File: src/rtl/jtcontra_gfxrom_pkg.sv
// Shared widths and FSM state encoding for the gfx ROM slot responder.
package jtcontra_gfxrom_pkg;

    localparam int unsigned CLIENT_AW = 18;
    localparam int unsigned SDRAM_AW  = 22;
    localparam int unsigned DW        = 16;
    localparam int unsigned TOUT_W    = 8;

    typedef enum logic [1:0] {
        IDLE = 2'd0,
        REQ  = 2'd1,
        WAIT = 2'd2
    } state_t;

endpackage

File: src/rtl/jtcontra_gfxrom_slots_if.sv
// Bundle of the two gfx client channels and the SDRAM read port.
interface jtcontra_gfxrom_slots_if;
    import jtcontra_gfxrom_pkg::*;

    logic [CLIENT_AW-1:0] gfx1_addr;
    logic                 gfx1_cs;
    logic [DW-1:0]        gfx1_data;
    logic                 gfx1_ok;
    logic [CLIENT_AW-1:0] gfx2_addr;
    logic                 gfx2_cs;
    logic [DW-1:0]        gfx2_data;
    logic                 gfx2_ok;
    logic [SDRAM_AW-1:0]  sdram_addr;
    logic                 sdram_req;
    logic                 sdram_ack;
    logic                 data_rdy;
    logic [DW-1:0]        data_read;

    // Responder side: serves gfx clients, issues SDRAM reads
    modport slave (
        input  gfx1_addr, gfx1_cs, gfx2_addr, gfx2_cs,
        input  sdram_ack, data_rdy, data_read,
        output gfx1_data, gfx1_ok, gfx2_data, gfx2_ok,
        output sdram_addr, sdram_req
    );

    // Environment side: gfx chips plus SDRAM controller
    modport master (
        output gfx1_addr, gfx1_cs, gfx2_addr, gfx2_cs,
        output sdram_ack, data_rdy, data_read,
        input  gfx1_data, gfx1_ok, gfx2_data, gfx2_ok,
        input  sdram_addr, sdram_req
    );

endinterface

File: src/rtl/jtcontra_gfxrom_client.sv
// One-word cache for a single gfx client: tag/valid/data, hit compare, fill port.
module jtcontra_gfxrom_client
    import jtcontra_gfxrom_pkg::*;
(
    input  logic                 clk,
    input  logic                 rst,
    input  logic [CLIENT_AW-1:0] addr,
    input  logic                 cs,
    input  logic                 fill,
    input  logic [CLIENT_AW-1:0] fill_tag,
    input  logic [DW-1:0]        fill_data,
    output logic [DW-1:0]        data,
    output logic                 ok,
    output logic                 miss
);

    logic [CLIENT_AW-1:0] tag;
    logic                 valid;

    always_ff @(posedge clk) begin
        if (rst) begin
            tag   <= '0;
            valid <= 1'b0;
            data  <= '0;
        end else if (fill) begin
            tag   <= fill_tag;
            valid <= 1'b1;
            data  <= fill_data;
        end
    end

    // Hit is combinational so a cached word is served regardless of SDRAM activity
    assign ok   = cs & valid & (addr == tag);
    assign miss = cs & ~ok;

endmodule

File: src/rtl/jtcontra_gfxrom_slots.sv
// SDRAM-side responder for the gfx1/gfx2 ROM channels with a one-word cache each.
// Optional WAIT-state watchdog enabled by defining JTCONTRA_GFXROM_TOUT_EN.
module jtcontra_gfxrom_slots
    import jtcontra_gfxrom_pkg::*;
#(
    parameter logic [SDRAM_AW-1:0] GFX1_OFFSET = 22'h0,
    parameter logic [SDRAM_AW-1:0] GFX2_OFFSET = 22'h40000
`ifdef JTCONTRA_GFXROM_TOUT_EN
    ,
    parameter int unsigned TOUT = 255
`endif
) (
    input  logic                    clk,
    input  logic                    rst,
    jtcontra_gfxrom_slots_if.slave  bus
);

    state_t               state, state_nx;
    logic                 sel, sel_nx;
    logic                 rr, rr_nx;
    logic [CLIENT_AW-1:0] lock_addr, lock_nx;
    logic                 req, req_nx;
    logic [SDRAM_AW-1:0]  addr, addr_nx;
    logic                 miss1, miss2, pick;
    logic                 fill1, fill2;
`ifdef JTCONTRA_GFXROM_TOUT_EN
    logic [TOUT_W-1:0]    cnt, cnt_nx;
`endif

    jtcontra_gfxrom_client u_gfx1 (
        .clk       (clk),
        .rst       (rst),
        .addr      (bus.gfx1_addr),
        .cs        (bus.gfx1_cs),
        .fill      (fill1),
        .fill_tag  (lock_addr),
        .fill_data (bus.data_read),
        .data      (bus.gfx1_data),
        .ok        (bus.gfx1_ok),
        .miss      (miss1)
    );

    jtcontra_gfxrom_client u_gfx2 (
        .clk       (clk),
        .rst       (rst),
        .addr      (bus.gfx2_addr),
        .cs        (bus.gfx2_cs),
        .fill      (fill2),
        .fill_tag  (lock_addr),
        .fill_data (bus.data_read),
        .data      (bus.gfx2_data),
        .ok        (bus.gfx2_ok),
        .miss      (miss2)
    );

    // rr names the client that wins a simultaneous miss (the one not served last)
    assign pick = (miss1 & miss2) ? rr : miss2;

    assign bus.sdram_req  = req;
    assign bus.sdram_addr = addr;

    always_ff @(posedge clk) begin
        if (rst) begin
            state     <= IDLE;
            sel       <= 1'b0;
            rr        <= 1'b0;
            lock_addr <= '0;
            req       <= 1'b0;
            addr      <= '0;
`ifdef JTCONTRA_GFXROM_TOUT_EN
            cnt       <= '0;
`endif
        end else begin
            state     <= state_nx;
            sel       <= sel_nx;
            rr        <= rr_nx;
            lock_addr <= lock_nx;
            req       <= req_nx;
            addr      <= addr_nx;
`ifdef JTCONTRA_GFXROM_TOUT_EN
            cnt       <= cnt_nx;
`endif
        end
    end

    always_comb begin
        state_nx = state;
        sel_nx   = sel;
        rr_nx    = rr;
        lock_nx  = lock_addr;
        req_nx   = req;
        addr_nx  = addr;
        fill1    = 1'b0;
        fill2    = 1'b0;
`ifdef JTCONTRA_GFXROM_TOUT_EN
        cnt_nx   = cnt;
`endif
        case (state)
            IDLE: begin
                if (miss1 | miss2) begin
                    sel_nx   = pick;
                    lock_nx  = pick ? bus.gfx2_addr : bus.gfx1_addr;
                    addr_nx  = (pick ? GFX2_OFFSET : GFX1_OFFSET) + SDRAM_AW'(lock_nx);
                    req_nx   = 1'b1;
                    state_nx = REQ;
                end
            end
            REQ: begin
                // ack wins over a coincident data_rdy
                if (bus.sdram_ack) begin
                    req_nx   = 1'b0;
                    state_nx = WAIT;
`ifdef JTCONTRA_GFXROM_TOUT_EN
                    cnt_nx   = '0;
`endif
                end
            end
            WAIT: begin
                if (bus.data_rdy) begin
                    fill1    = ~sel;
                    fill2    = sel;
                    rr_nx    = ~sel;
                    state_nx = IDLE;
                end
`ifdef JTCONTRA_GFXROM_TOUT_EN
                else if (cnt == TOUT_W'(TOUT - 1)) begin
                    req_nx   = 1'b1;
                    state_nx = REQ;
                end else begin
                    cnt_nx   = cnt + TOUT_W'(1);
                end
`endif
            end
            default: state_nx = IDLE;
        endcase
    end

endmodule

File: src/flat_wrapper.sv
// flat-port wrapper written by rule: the top's interface ports become plain ports
module jtcontra_gfxrom_slots_flat import jtcontra_gfxrom_pkg::*;
#(
    parameter logic [SDRAM_AW-1:0] GFX1_OFFSET = 22'h0,
    parameter logic [SDRAM_AW-1:0] GFX2_OFFSET = 22'h40000

)
  (clk, rst, bus_gfx1_addr, bus_gfx1_cs, bus_gfx2_addr, bus_gfx2_cs, bus_sdram_ack, bus_data_rdy, bus_data_read, bus_gfx1_data, bus_gfx1_ok, bus_gfx2_data, bus_gfx2_ok, bus_sdram_addr, bus_sdram_req);
  jtcontra_gfxrom_slots_if bus_i ();
  input  logic clk;
  input  logic rst;
  input wire logic [$bits(bus_i.gfx1_addr)-1:0] bus_gfx1_addr;
  input wire logic [$bits(bus_i.gfx1_cs)-1:0] bus_gfx1_cs;
  input wire logic [$bits(bus_i.gfx2_addr)-1:0] bus_gfx2_addr;
  input wire logic [$bits(bus_i.gfx2_cs)-1:0] bus_gfx2_cs;
  input wire logic [$bits(bus_i.sdram_ack)-1:0] bus_sdram_ack;
  input wire logic [$bits(bus_i.data_rdy)-1:0] bus_data_rdy;
  input wire logic [$bits(bus_i.data_read)-1:0] bus_data_read;
  output wire logic [$bits(bus_i.gfx1_data)-1:0] bus_gfx1_data;
  output wire logic [$bits(bus_i.gfx1_ok)-1:0] bus_gfx1_ok;
  output wire logic [$bits(bus_i.gfx2_data)-1:0] bus_gfx2_data;
  output wire logic [$bits(bus_i.gfx2_ok)-1:0] bus_gfx2_ok;
  output wire logic [$bits(bus_i.sdram_addr)-1:0] bus_sdram_addr;
  output wire logic [$bits(bus_i.sdram_req)-1:0] bus_sdram_req;
  assign bus_i.gfx1_addr = bus_gfx1_addr;
  assign bus_i.gfx1_cs = bus_gfx1_cs;
  assign bus_i.gfx2_addr = bus_gfx2_addr;
  assign bus_i.gfx2_cs = bus_gfx2_cs;
  assign bus_i.sdram_ack = bus_sdram_ack;
  assign bus_i.data_rdy = bus_data_rdy;
  assign bus_i.data_read = bus_data_read;
  assign bus_gfx1_data = bus_i.gfx1_data;
  assign bus_gfx1_ok = bus_i.gfx1_ok;
  assign bus_gfx2_data = bus_i.gfx2_data;
  assign bus_gfx2_ok = bus_i.gfx2_ok;
  assign bus_sdram_addr = bus_i.sdram_addr;
  assign bus_sdram_req = bus_i.sdram_req;
  jtcontra_gfxrom_slots #(.GFX1_OFFSET(GFX1_OFFSET), .GFX2_OFFSET(GFX2_OFFSET)) u_core (.clk(clk), .rst(rst), .bus(bus_i));
endmodule
File: config.mk
export PLATFORM = sky130hd
export DESIGN_NAME = jtcontra_gfxrom_slots_flat
export DESIGN_NICKNAME = d
export VERILOG_FILES = /design/src/rtl/jtcontra_gfxrom_pkg.sv /design/src/rtl/jtcontra_gfxrom_slots_if.sv /design/src/rtl/jtcontra_gfxrom_client.sv /design/src/rtl/jtcontra_gfxrom_slots.sv /design/src/flat_wrapper.sv
export SDC_FILE = /design/constraint.sdc
export NUM_CORES = 1
export LEC_CHECK = 0
export ABC_AREA = 1
export BUFFER_PORTS_ARGS = -buffer_cell sky130_fd_sc_hd__buf_2
export CORE_ASPECT_RATIO = 0.7
export CORE_MARGIN = 2
export CORE_UTILIZATION = 55
export CTS_BUF_LIST = sky130_fd_sc_hd__clkbuf_4
export DETAILED_ROUTE_END_ITERATION = 12
export GPL_TIMING_DRIVEN = 0
export PLACE_DENSITY_LB_ADDON = 0.08
export SYNTH_ARGS = -nofsm -noshare
export SYNTH_HDL_FRONTEND = slang
export SYNTH_SLANG_ARGS = --single-unit
File: constraint.sdc
create_clock -name clk -period 2.89 [get_ports clk]
set_input_delay 0.578 -clock clk [delete_from_list [all_inputs] [get_ports clk]]
set_output_delay 0.578 -clock clk [all_outputs]
set_load 0.05 [all_outputs]
==> impl_metrics.tcl <==
set metrics [dict create \
    fin_worst_skew_ps 19.1 \
    drv_cap 0 \
    avgSynthCellArea_um2 6.58 \
    netlist_area_um2 4630 \
    coreArea_um2 8010 \
    cts_sinks 93 \
    p_per_area_nw_per_um2 496 \
    period_needed_ps 2600 \
    die_y_um 80.8 \
    met3RoutedLength_mm 1.51 \
    worst_pin_slew_ps 516 \
    portBuffers 110 \
    vias_per_cell 5.34 \
    grt_usage_pct 30.7 \
    synth_cell_type_count 33 \
    cp.arrival_ps 2020 \
    synth-seq-cells 93 \
    critPathTopFamily "simple AND/OR/NAND/NOR gates" \
    grt_pass1_wl_mm 21.8 \
    outcome "finished clean" \
    synth_warnings 0 \
    vdd_drop_max_mv 0.364 \
    hpwl_mm 10.7 \
    required_ps 2310 \
    yosysSeqAreaShare_pct 40.2 \
    fin_setup_tns_ps 0 \
    syn2layout_area_growth_pct 17.2 \
    pin_count 115 \
    yosysTopAreaCellShare_pct 40.2 \
    final_nets 885 \
    worstHoldPathType "in -> reg" \
    die_x_um 114 \
    syn_inst 704 \
    cts.htree.levels 3 \
    grt_max_degree 16 \
    rsz0062_at_grt "false" \
    crit_path_max_fanout 3 \
    path_class "reg -> out" \
    cts_root_buffer "clkbuf_4" \
    end_kind "primary output" \
    clock_path_buffers 2 \
    crit_buf_inv 2 \
    final_util_pct 67.8 \
    path_cells "inv_1 > nand2_1 > nand2_1 > nor4_1 > nand3_1 > nor4b_2 > buf_2" \
    vias 4979 \
    fmax_mhz 385 \
    placed_cells 917 \
    total_power_uw 2690 \
    wl_met2_mm 5.68 \
    finalSetupViolCount 0 \
    cts_resized 0 \
    start_kind "register" \
    period_share_pct 90.0 \
    p_leak_uw 0.00283 \
    antenna_found_initial 0 \
    maxSlewHeadroom_pct 65.6 \
    cts_setup_buffers 0 \
    post-route-cell-area_um2 5430 \
    dr.max_layer_used "met4" \
    grt_pass1_vias 4436 \
    clk_pin_slew_ps 140 \
    placementRows 27 \
    cpMostUsedCell "nand2_1" \
    ctsHoldBuffers 0 \
    finalWirelength_mm 13.7 \
    dr.pass1.iters 5 \
    final_cells 933 \
    cp_slowest_cell "dfxtp_1" \
    ant_nets 0 \
    finalHoldViolations 0 \
    wire_per_inst_um 14.6 \
    gp_congestion 0.914 \
    drt-initial-drc-count 526 \
    cts_tree "built" \
    clk_latency_ps 450 \
    drc 0 \
    start_util_pct 57.8 \
    wl_met1_mm 6.28 \
    maxSlewViolCount 0 \
    antenna_cells 0 \
    synth_area_leaders "dfxtp_1, nand2_1, nor2_1, inv_1, o21ai_0" \
    postPlaceCellArea_um2 5320 \
    cpPeakStageDelay_ps 380 \
    drive_above_1_share_pct 20.4 \
    grt_overflow_total 0 \
    cts_buffers 9 \
    synth_top_area_cell "dfxtp_1" \
    nFillCells 740 \
    die_area_um2 9180 \
]
==> cell type report <==
| type | count | area [um^2] | share of cell area, % |
|---|---|---|---|
| Buffer | 32 | 170 | 3.13 |
| Multi-Input combinational cell | 468 | 2180 | 40.2 |
| Clock buffer | 9 | 67.6 | 1.24 |
| Clock inverter | 7 | 40.0 | 0.737 |
| Inverter | 113 | 429 | 7.91 |
| Tap cell | 101 | 126 | 2.33 |
| Timing Repair Buffer | 110 | 551 | 10.1 |
| Sequential cell | 93 | 1860 | 34.3 |
==> Yosys cell counts (all sizes together) <==
master,instances
a21oi,60
conb,1
xnor2,4
dfxtp,93
nor4,2
o211ai,1
clkbuf,19
and2,1
inv,113
nand2,149
nand4,9
a211oi,1
o21ai,70
nor2,115
or2,2
nor3,1
buf,13
nand3,49
nor4b,1
==> flip-flops by register name (all words and copies together), names as in the netlist <==
name / cells
u_core.u_gfx2.valid: 1
u_core.u_gfx2.tag: 18
u_core.rr: 1
u_core.bus.sdram_addr: 2
u_core.state: 2
u_core.u_gfx2.data: 16
u_core.u_gfx1.tag: 18
u_core.u_gfx1.valid: 1
u_core.lock_addr: 17
u_core.bus.sdram_req: 1
u_core.u_gfx1.data: 16
==> final timing paths <==
kind / start / end / slack, ps / cells after the start
max: u_core.u_gfx1.tag[16] / bus_gfx1_ok / 290 / 7
min: bus_data_read[6] / u_core.u_gfx2.data[6] / 360 / 3
max reg2reg: u_core.state[1] / u_core.u_gfx2.data[12] / 910 / 8
min reg2reg: u_core.bus.sdram_req / u_core.bus.sdram_req / 480 / 2
==> placed cells by master (no fill, tap or decap), types with 2 or more instances in the layout <==
| master | instances |
|---|---|
| inv_2 | 2 |
| clkbuf_1 | 19 |
| clkinv_2 | 3 |
| nand2_1 | 135 |
| nand2_2 | 12 |
| clkinv_1 | 2 |
| nand3_1 | 38 |
| xnor2_1 | 4 |
| buf_6 | 2 |
| inv_4 | 2 |
| or2_1 | 2 |
| buf_2 | 114 |
| conb_1 | 3 |
| buf_4 | 5 |
| nor2_2 | 3 |
| o21ai_0 | 69 |
| a21oi_1 | 59 |
| inv_1 | 109 |
| dfxtp_1 | 93 |
| nand4_1 | 9 |
| nor2_1 | 112 |
| nand3_2 | 10 |
| nor4_1 | 2 |
| clkbuf_4 | 9 |
==> cell families after synthesis <==
group	Yosys count	share of synthesized area, %
AOI/OAI and AO/OA	132	14.5
xor gates and xnor gates	4	0.756
buffers and inverters	145	12.9
DFF	93	40.2
other	1	0.0810
and+or+nand+nor	329	31.6
==> per-stage QoR <==
| stage | hold WS (ps) | setup WS, ps |
|---|---|---|
| floorplan | 463 | 348 |
| detailed placement | 466 | 450 |
| CTS | 336 | 287 |
| global route | 359 | 186 |
| finish | 356 | 290 |
| global placement | 451 | 457 |
==> power by group <==
group	internal, uW	total (uW)	leakage, uW	switching (uW)
sequential	1350	1390	0.000756	41.8
combinational	193	694	0.00201	501
clock	172	604	0.0000649	433
total	1720	2690	0.00283	976
==> worst min-delay path, stage by stage <==
cell and delay, ps:
buf_2 90, nor2_1 40, nor2_1 80
==> per-layer routing <==
| metal | GRT usage [%] | up-vias |
|---|---|---|
| met5 | 0 | - |
| met4 | 8.78 | 0 |
| met3 | 6.72 | 17 |
| met2 | 46.2 | 245 |
| met1 | 44.5 | 2275 |
| li1 | - | 2442 |
Power figures use the tool's default switching activity.
